### src/rtl/md_pkg.sv
// md_pkg: shared op/state encodings and constants for the multiply/divide unit
package md_pkg;
  typedef enum logic [2:0] {
    MD_MULT  = 3'd0,
    MD_MULTU = 3'd1,
    MD_DIV   = 3'd2,
    MD_DIVU  = 3'd3,
    MD_MTHI  = 3'd4,
    MD_MTLO  = 3'd5
  } md_op_e;
  typedef enum logic [1:0] {ST_IDLE, ST_MUL, ST_DIV, ST_FIX} md_state_e;
  localparam logic [63:0] DIV_ZERO_Q = '1;
endpackage

### src/rtl/md_div_core.sv
// md_div_core: iterative radix-2 restoring unsigned divider, one quotient bit per clock
module md_div_core
  import md_pkg::*;
#(
  parameter int WIDTH = 32,
  parameter int CNT_W = 6
) (
  input  logic             clk,
  input  logic             rst,
  input  logic             start,
  input  logic             abort,
  input  logic [WIDTH-1:0] dividend,
  input  logic [WIDTH-1:0] divisor,
  output logic [WIDTH-1:0] quo,
  output logic [WIDTH-1:0] rem,
  output logic             last
);
  logic [WIDTH-1:0] d;
  logic [CNT_W-1:0] cnt;
  logic [WIDTH:0]   sh, diff;
  // partial remainder shifted left by one with the next dividend bit, and the trial subtraction
  always_comb begin
    sh   = {rem, quo[WIDTH-1]};
    diff = sh - {1'b0, d};
  end
  assign last = cnt == CNT_W'(1);
  // quotient bits shift in at the bottom of quo as dividend bits shift out of the top
  always_ff @(posedge clk) begin
    if (rst || abort) begin
      cnt <= '0;
      quo <= '0;
      rem <= '0;
      d   <= '0;
    end else if (start) begin
      quo <= dividend;
      rem <= '0;
      d   <= divisor;
      cnt <= CNT_W'(WIDTH);
    end else if (cnt != '0) begin
      quo <= {quo[WIDTH-2:0], ~diff[WIDTH]};
      rem <= diff[WIDTH] ? sh[WIDTH-1:0] : diff[WIDTH-1:0];
      cnt <= cnt - 1'b1;
    end
  end
endmodule

### src/rtl/md_unit.sv
// md_unit: multiply/divide unit producing a single registered HI/LO write per accepted op
module md_unit
  import md_pkg::*;
#(
  parameter int WIDTH = 32,
  parameter int CNT_W = 6
) (
  input  logic             clk,
  input  logic             rst,
  input  logic             start,
  input  logic [2:0]       op,
  input  logic [WIDTH-1:0] rs_val,
  input  logic [WIDTH-1:0] rt_val,
  input  logic [WIDTH-1:0] hi_cur,
  input  logic [WIDTH-1:0] lo_cur,
  input  logic             flush,
  output logic             busy,
  output logic             hilo_we,
  output logic [WIDTH-1:0] hi_wr,
  output logic [WIDTH-1:0] lo_wr
);
  md_state_e          state, state_n;
  logic               busy_n, we_n, div_go, sdiv, mul_s, dz, neg_q, neg_r, last;
  logic [WIDTH-1:0]   hi_n, lo_n, a_r, b_r, quo, rem, rs_abs, rt_abs;
  logic [2*WIDTH-1:0] ea, eb, prod;
  assign sdiv   = op == MD_DIV;
  assign rs_abs = (sdiv && rs_val[WIDTH-1]) ? -rs_val : rs_val;
  assign rt_abs = (sdiv && rt_val[WIDTH-1]) ? -rt_val : rt_val;
  // sign- or zero-extend to full product width so a single truncated multiply serves both
  always_comb begin
    ea   = mul_s ? {{WIDTH{a_r[WIDTH-1]}}, a_r} : {{WIDTH{1'b0}}, a_r};
    eb   = mul_s ? {{WIDTH{b_r[WIDTH-1]}}, b_r} : {{WIDTH{1'b0}}, b_r};
    prod = ea * eb;
  end
  md_div_core #(.WIDTH(WIDTH), .CNT_W(CNT_W)) u_div (
    .clk     (clk),
    .rst     (rst),
    .start   (div_go),
    .abort   (flush),
    .dividend(rs_abs),
    .divisor (rt_abs),
    .quo     (quo),
    .rem     (rem),
    .last    (last)
  );
  // next state and next registered outputs; flush cancels everything, including a completing write
  always_comb begin
    state_n = state;
    busy_n  = 1'b0;
    we_n    = 1'b0;
    hi_n    = hi_wr;
    lo_n    = lo_wr;
    div_go  = 1'b0;
    case (state)
      ST_IDLE:
        if (start)
          case (op)
            MD_MULT, MD_MULTU: begin
              state_n = ST_MUL;
              busy_n  = 1'b1;
            end
            MD_DIV, MD_DIVU: begin
              state_n = rt_val == '0 ? ST_FIX : ST_DIV;
              busy_n  = 1'b1;
              div_go  = rt_val != '0;
            end
            MD_MTHI: begin
              we_n = 1'b1;
              hi_n = rs_val;
              lo_n = lo_cur;
            end
            MD_MTLO: begin
              we_n = 1'b1;
              hi_n = hi_cur;
              lo_n = rs_val;
            end
            default: ;
          endcase
      ST_MUL: begin
        state_n = ST_IDLE;
        we_n    = 1'b1;
        hi_n    = prod[2*WIDTH-1:WIDTH];
        lo_n    = prod[WIDTH-1:0];
      end
      ST_DIV: begin
        busy_n  = 1'b1;
        state_n = last ? ST_FIX : ST_DIV;
      end
      ST_FIX: begin
        state_n = ST_IDLE;
        we_n    = 1'b1;
        hi_n    = dz ? a_r : (neg_r ? -rem : rem);
        lo_n    = dz ? DIV_ZERO_Q[WIDTH-1:0] : (neg_q ? -quo : quo);
      end
    endcase
    if (flush) begin
      state_n = ST_IDLE;
      busy_n  = 1'b0;
      we_n    = 1'b0;
      hi_n    = hi_wr;
      lo_n    = lo_wr;
      div_go  = 1'b0;
    end
  end
  // state register
  always_ff @(posedge clk) state <= rst ? ST_IDLE : state_n;
  // registered outputs
  always_ff @(posedge clk) begin
    if (rst) begin
      busy    <= 1'b0;
      hilo_we <= 1'b0;
      hi_wr   <= '0;
      lo_wr   <= '0;
    end else begin
      busy    <= busy_n;
      hilo_we <= we_n;
      hi_wr   <= hi_n;
      lo_wr   <= lo_n;
    end
  end
  // operand and sign capture at acceptance; a_r doubles as the divide-by-zero remainder
  always_ff @(posedge clk) begin
    if (rst) begin
      a_r   <= '0;
      b_r   <= '0;
      mul_s <= 1'b0;
      dz    <= 1'b0;
      neg_q <= 1'b0;
      neg_r <= 1'b0;
    end else if (state == ST_IDLE && start) begin
      a_r   <= rs_val;
      b_r   <= rt_val;
      mul_s <= op == MD_MULT;
      dz    <= rt_val == '0;
      neg_q <= sdiv && (rs_val[WIDTH-1] ^ rt_val[WIDTH-1]);
      neg_r <= sdiv && rs_val[WIDTH-1];
    end
  end
endmodule

### config.mk
export PLATFORM = sky130hd
export DESIGN_NAME = md_unit
export DESIGN_NICKNAME = d
export VERILOG_FILES = /design/src/rtl/md_pkg.sv /design/src/rtl/md_div_core.sv /design/src/rtl/md_unit.sv
export SDC_FILE = /design/constraint.sdc
export NUM_CORES = 2
export LEC_CHECK = 0
export ABC_CLOCK_PERIOD_IN_PS = 27200
export CORE_UTILIZATION = 25
export CTS_BUF_LIST = sky130_fd_sc_hd__clkbuf_16
export CTS_CLUSTER_SIZE = 28
export DETAILED_ROUTE_END_ITERATION = 10
export PLACE_DENSITY = 0.39
export SETUP_SLACK_MARGIN = 0.15
export SLEW_MARGIN = 20
export SYNTH_ARGS = -nofsm -noshare
export SYNTH_HDL_FRONTEND = slang
export SYNTH_SLANG_ARGS = --single-unit
### constraint.sdc
create_clock -name clk -period 27.2 [get_ports clk]
set_clock_uncertainty 0.1 [all_clocks]
set_input_delay 5.44 -clock clk [delete_from_list [all_inputs] [get_ports clk]]
set_output_delay 5.44 -clock clk [all_outputs]
set_load 0.01 [all_outputs]
==> impl_metrics.toml <==
[outcome]
status = "complete, no violations"

[run]
cap_violations = 0

[finish]
final_layout_size_suffix_gt1_share_pct = 3.218
final_cells = 10540
syn_to_final_growth_pct = 10.33
fill_cells = 27170
final_net_count = 9056

[synth]
yosysSeqAreaShare_pct = 7.532
synth_nets = 9128
synth_cell_types = 85
ys_ff_latch = 238
synth-main-ff-cell = "dfxtp_1"
postSynthCellCount = 7227
synth_edf_count = 0
avgSynthCellArea_um2 = 8.753
synth_largest_area_cell = "fa_1"
yosysWarnings = 0
netlist.area_leader.share_pct = 44.94
synth-async-reset-ratio_pct = 0
yosysMostFrequentCell = "inv_1"
netlist_area_um2 = 63260
synth_common_cells = "inv_1 (1584), fa_1 (1420), nand2_1 (945), and2_1 (579), clkbuf_1 (373)"
ys_top_cells_by_area = "fa_1 (45%), inv_1 (9.4%), dfxtp_1 (7.5%)"

[sta]
final_hold_viol_count = 0
min_period_ns = 10.88
period_share_pct = 40.00
setup_viol = 0
slew_headroom_pct = 18.54
rsz0062_at_grt = "false"
drv_slew = 0
max_freq_ghz = 0.09191
tightestPinTransition_ns = 1.205
fin_tns_setup_ns = 0

[clock_network]
postCtsHoldBufs = 0
cts_resized = 0
clk_pin_slew_ns = 0.07
cts_buffers = 31
post_cts_buffers = 0
clk_path_buf_depth = 3
htree_num_levels = 1
cts_root_buf = "clkbuf_16"
clock_latency_ns = 0.66
clock_sinks = 238
cts_tree = "built"

[route]
drt_iter0_markers = 3506
drtAntennaViolNets = 0
routed_wl_um = 250200
routed_via_density = 4.674
dr.pass1.iters = 5
routedWlPerCell_um = 23.74
drc_errors = 0
vias = 49260

[setup_path]
worst-setup-path-type = "reg2reg"
cp.required_ns = 27.61
crit_arrival_ns = 11.29
worst_setup_path_start_kind = "flip-flop"
r2r_slack_ns = 16.32
cp-end-kind = "flip-flop"
path_max_fanout = 30

[pwr]
ir_drop_mv = 0.2309
powerDensity_nw_per_um2 = 43.49
power.static_leakage_nw = 33.24

[floorplanning]
die_area_um2 = 255100
initial_core_util_pct = 25.16
pin_count = 201
die_w_um = 505.0
core_area_um2 = 251400
rows = 184
chipHeight_um = 505.0

[placed_design]
dp_cells = 10470
gp_congestion = 0.9090
port-buffer-count = 200
hpwlAfterDp_um = 202600

[global_route]
grt_remaining_overflow = 0
grt_pass1_wl_um = 374300
grt_max_degree = 69
grt_util_all_layers_pct = 19.84
grt_pass1_vias = 53360
antenna_found_initial = 20

[hold_path]
hold_class = "reg2reg"
[worst paths after layout]
| kind | to | startpoint | cells past startpoint |
|---|---|---|---|
| hold / removal | b_r[29] | b_r[29] | 2 |
| setup reg to reg | hi_wr[31] | b_r[31] | 26 |
| setup / recovery | hi_wr[31] | b_r[31] | 26 |
| hold reg to reg | b_r[29] | b_r[29] | 2 |
[cell families (layout without fill, tap and decap cells)]
family / Yosys count / in the layout / synth area share [%]
buf+inv: 1998 / 1950 / 11.94
compound gates: 862 / 862 / 8.643
xor+xnor: 252 / 252 / 3.489
simple gates: 2046 / 2046 / 15.58
mux: 61 / 61 / 0.9672
fa+ha+maj: 1770 / 1770 / 51.84
flops: 238 / 238 / 7.532
other cells: 0 / 13 / 0
[power by group]
part / internal, mW / switching [mW]
registers: 0.382 / 0.0726
clock network: 0.241 / 0.194
logic: 0.779 / 1.37
[worst max-delay path: stages, from the launching register on]
cell and delay, ns:
dfxtp_2 0.75, buf_4 0.36, and2_2 0.66, nand2_1 0.15, xnor2_1 0.70, fa_1 0.57, fa_1 0.40, fa_1 0.50
inv_1 0.05, fa_1 0.40, fa_1 0.55, inv_1 0.06, fa_1 0.55, fa_1 0.43, fa_1 0.56, inv_1 0.07
fa_1 0.55, inv_1 0.05, ha_1 0.39, a21oi_1 0.35, o21ai_0 0.23, nor2_1 0.19, nor4b_1 0.98, a211oi_1 0.26
o211a_1 0.30, o311a_1 0.35, a22o_1 0.19
[final cells by class]
cell class / count / area (µm²) / share of cell area [%]
Antenna cell: 13 / 32.53 / 0.04661
Clock buffer: 32 / 800.8 / 1.147
Clock inverter: 25 / 210.2 / 0.3012
Inverter: 1586 / 5953 / 8.529
Multi-Input combinational cell: 4991 / 51010 / 73.09
Sequential cell: 238 / 4797 / 6.873
Tap cell: 3348 / 4189 / 6.002
Timing Repair Buffer: 307 / 2803 / 4.015
[through the flow]
stage | hold slack, ns | instance area, µm² | utilization (%) | setup WS [ns] | power, mW
2_1_floorplan | 0.3319 | 63260 | - | 17.98 | 1.888
3_3_place_gp | 0.3408 | 68740 | 27.34 | 16.34 | 2.572
3_5_place_dp | 0.3437 | 68740 | 27.34 | 16.50 | 2.567
4_1_cts | 0.3527 | 69750 | 27.74 | 16.49 | 3.026
5_1_grt | 0.3648 | 69770 | 27.75 | 16.00 | 3.252
6_report | 0.3507 | 69800 | 27.76 | 16.32 | 3.035
[cells in the final DEF (no fill, tap or decap), types with 22 or more instances in the layout]
master and instances:
a21oi_1 288, o21ai_0 182, a311oi_1 33, dfxtp_1 214, mux2i_1 60, nand2_1 943
clkdlybuf4s50_1 199, clkbuf_16 32, fa_1 1420, dfxtp_2 23, a31oi_1 32, and3_1 43
buf_4 108, a21o_1 63, o211ai_1 29, xor2_1 70, inv_1 1589, ha_1 346
o31ai_1 29, nor2_1 221, nand3_1 54, nand2b_1 22, a211oi_1 44, and2_1 578
nor3_1 48, nand4_1 23, xnor2_1 182
[sequential cells by signal, indices dropped and copies added, names as in the netlist, 2 cells and up]
name and cells:
a_r 32, b_r 32, hi_wr 32, lo_wr 32, u_div.d 32, u_div.quo 32, u_div.rem 32, u_div.cnt 6
state 2
[per-layer routing]
| layer | global-route usage (%) | vias up | part of all wire (%) |
|---|---|---|---|
| met2 | 31.90 | 1423 | 46 |
| met3 | 2.331 | 211 | 5.1 |
| li1 | - | 21710 | - |
| met1 | 28.55 | 25920 | 47 |
| met4 | 3.748 | 6 | 2.0 |
| met5 | 0 | - | 0.015 |
(Power assumes the default switching activity.)
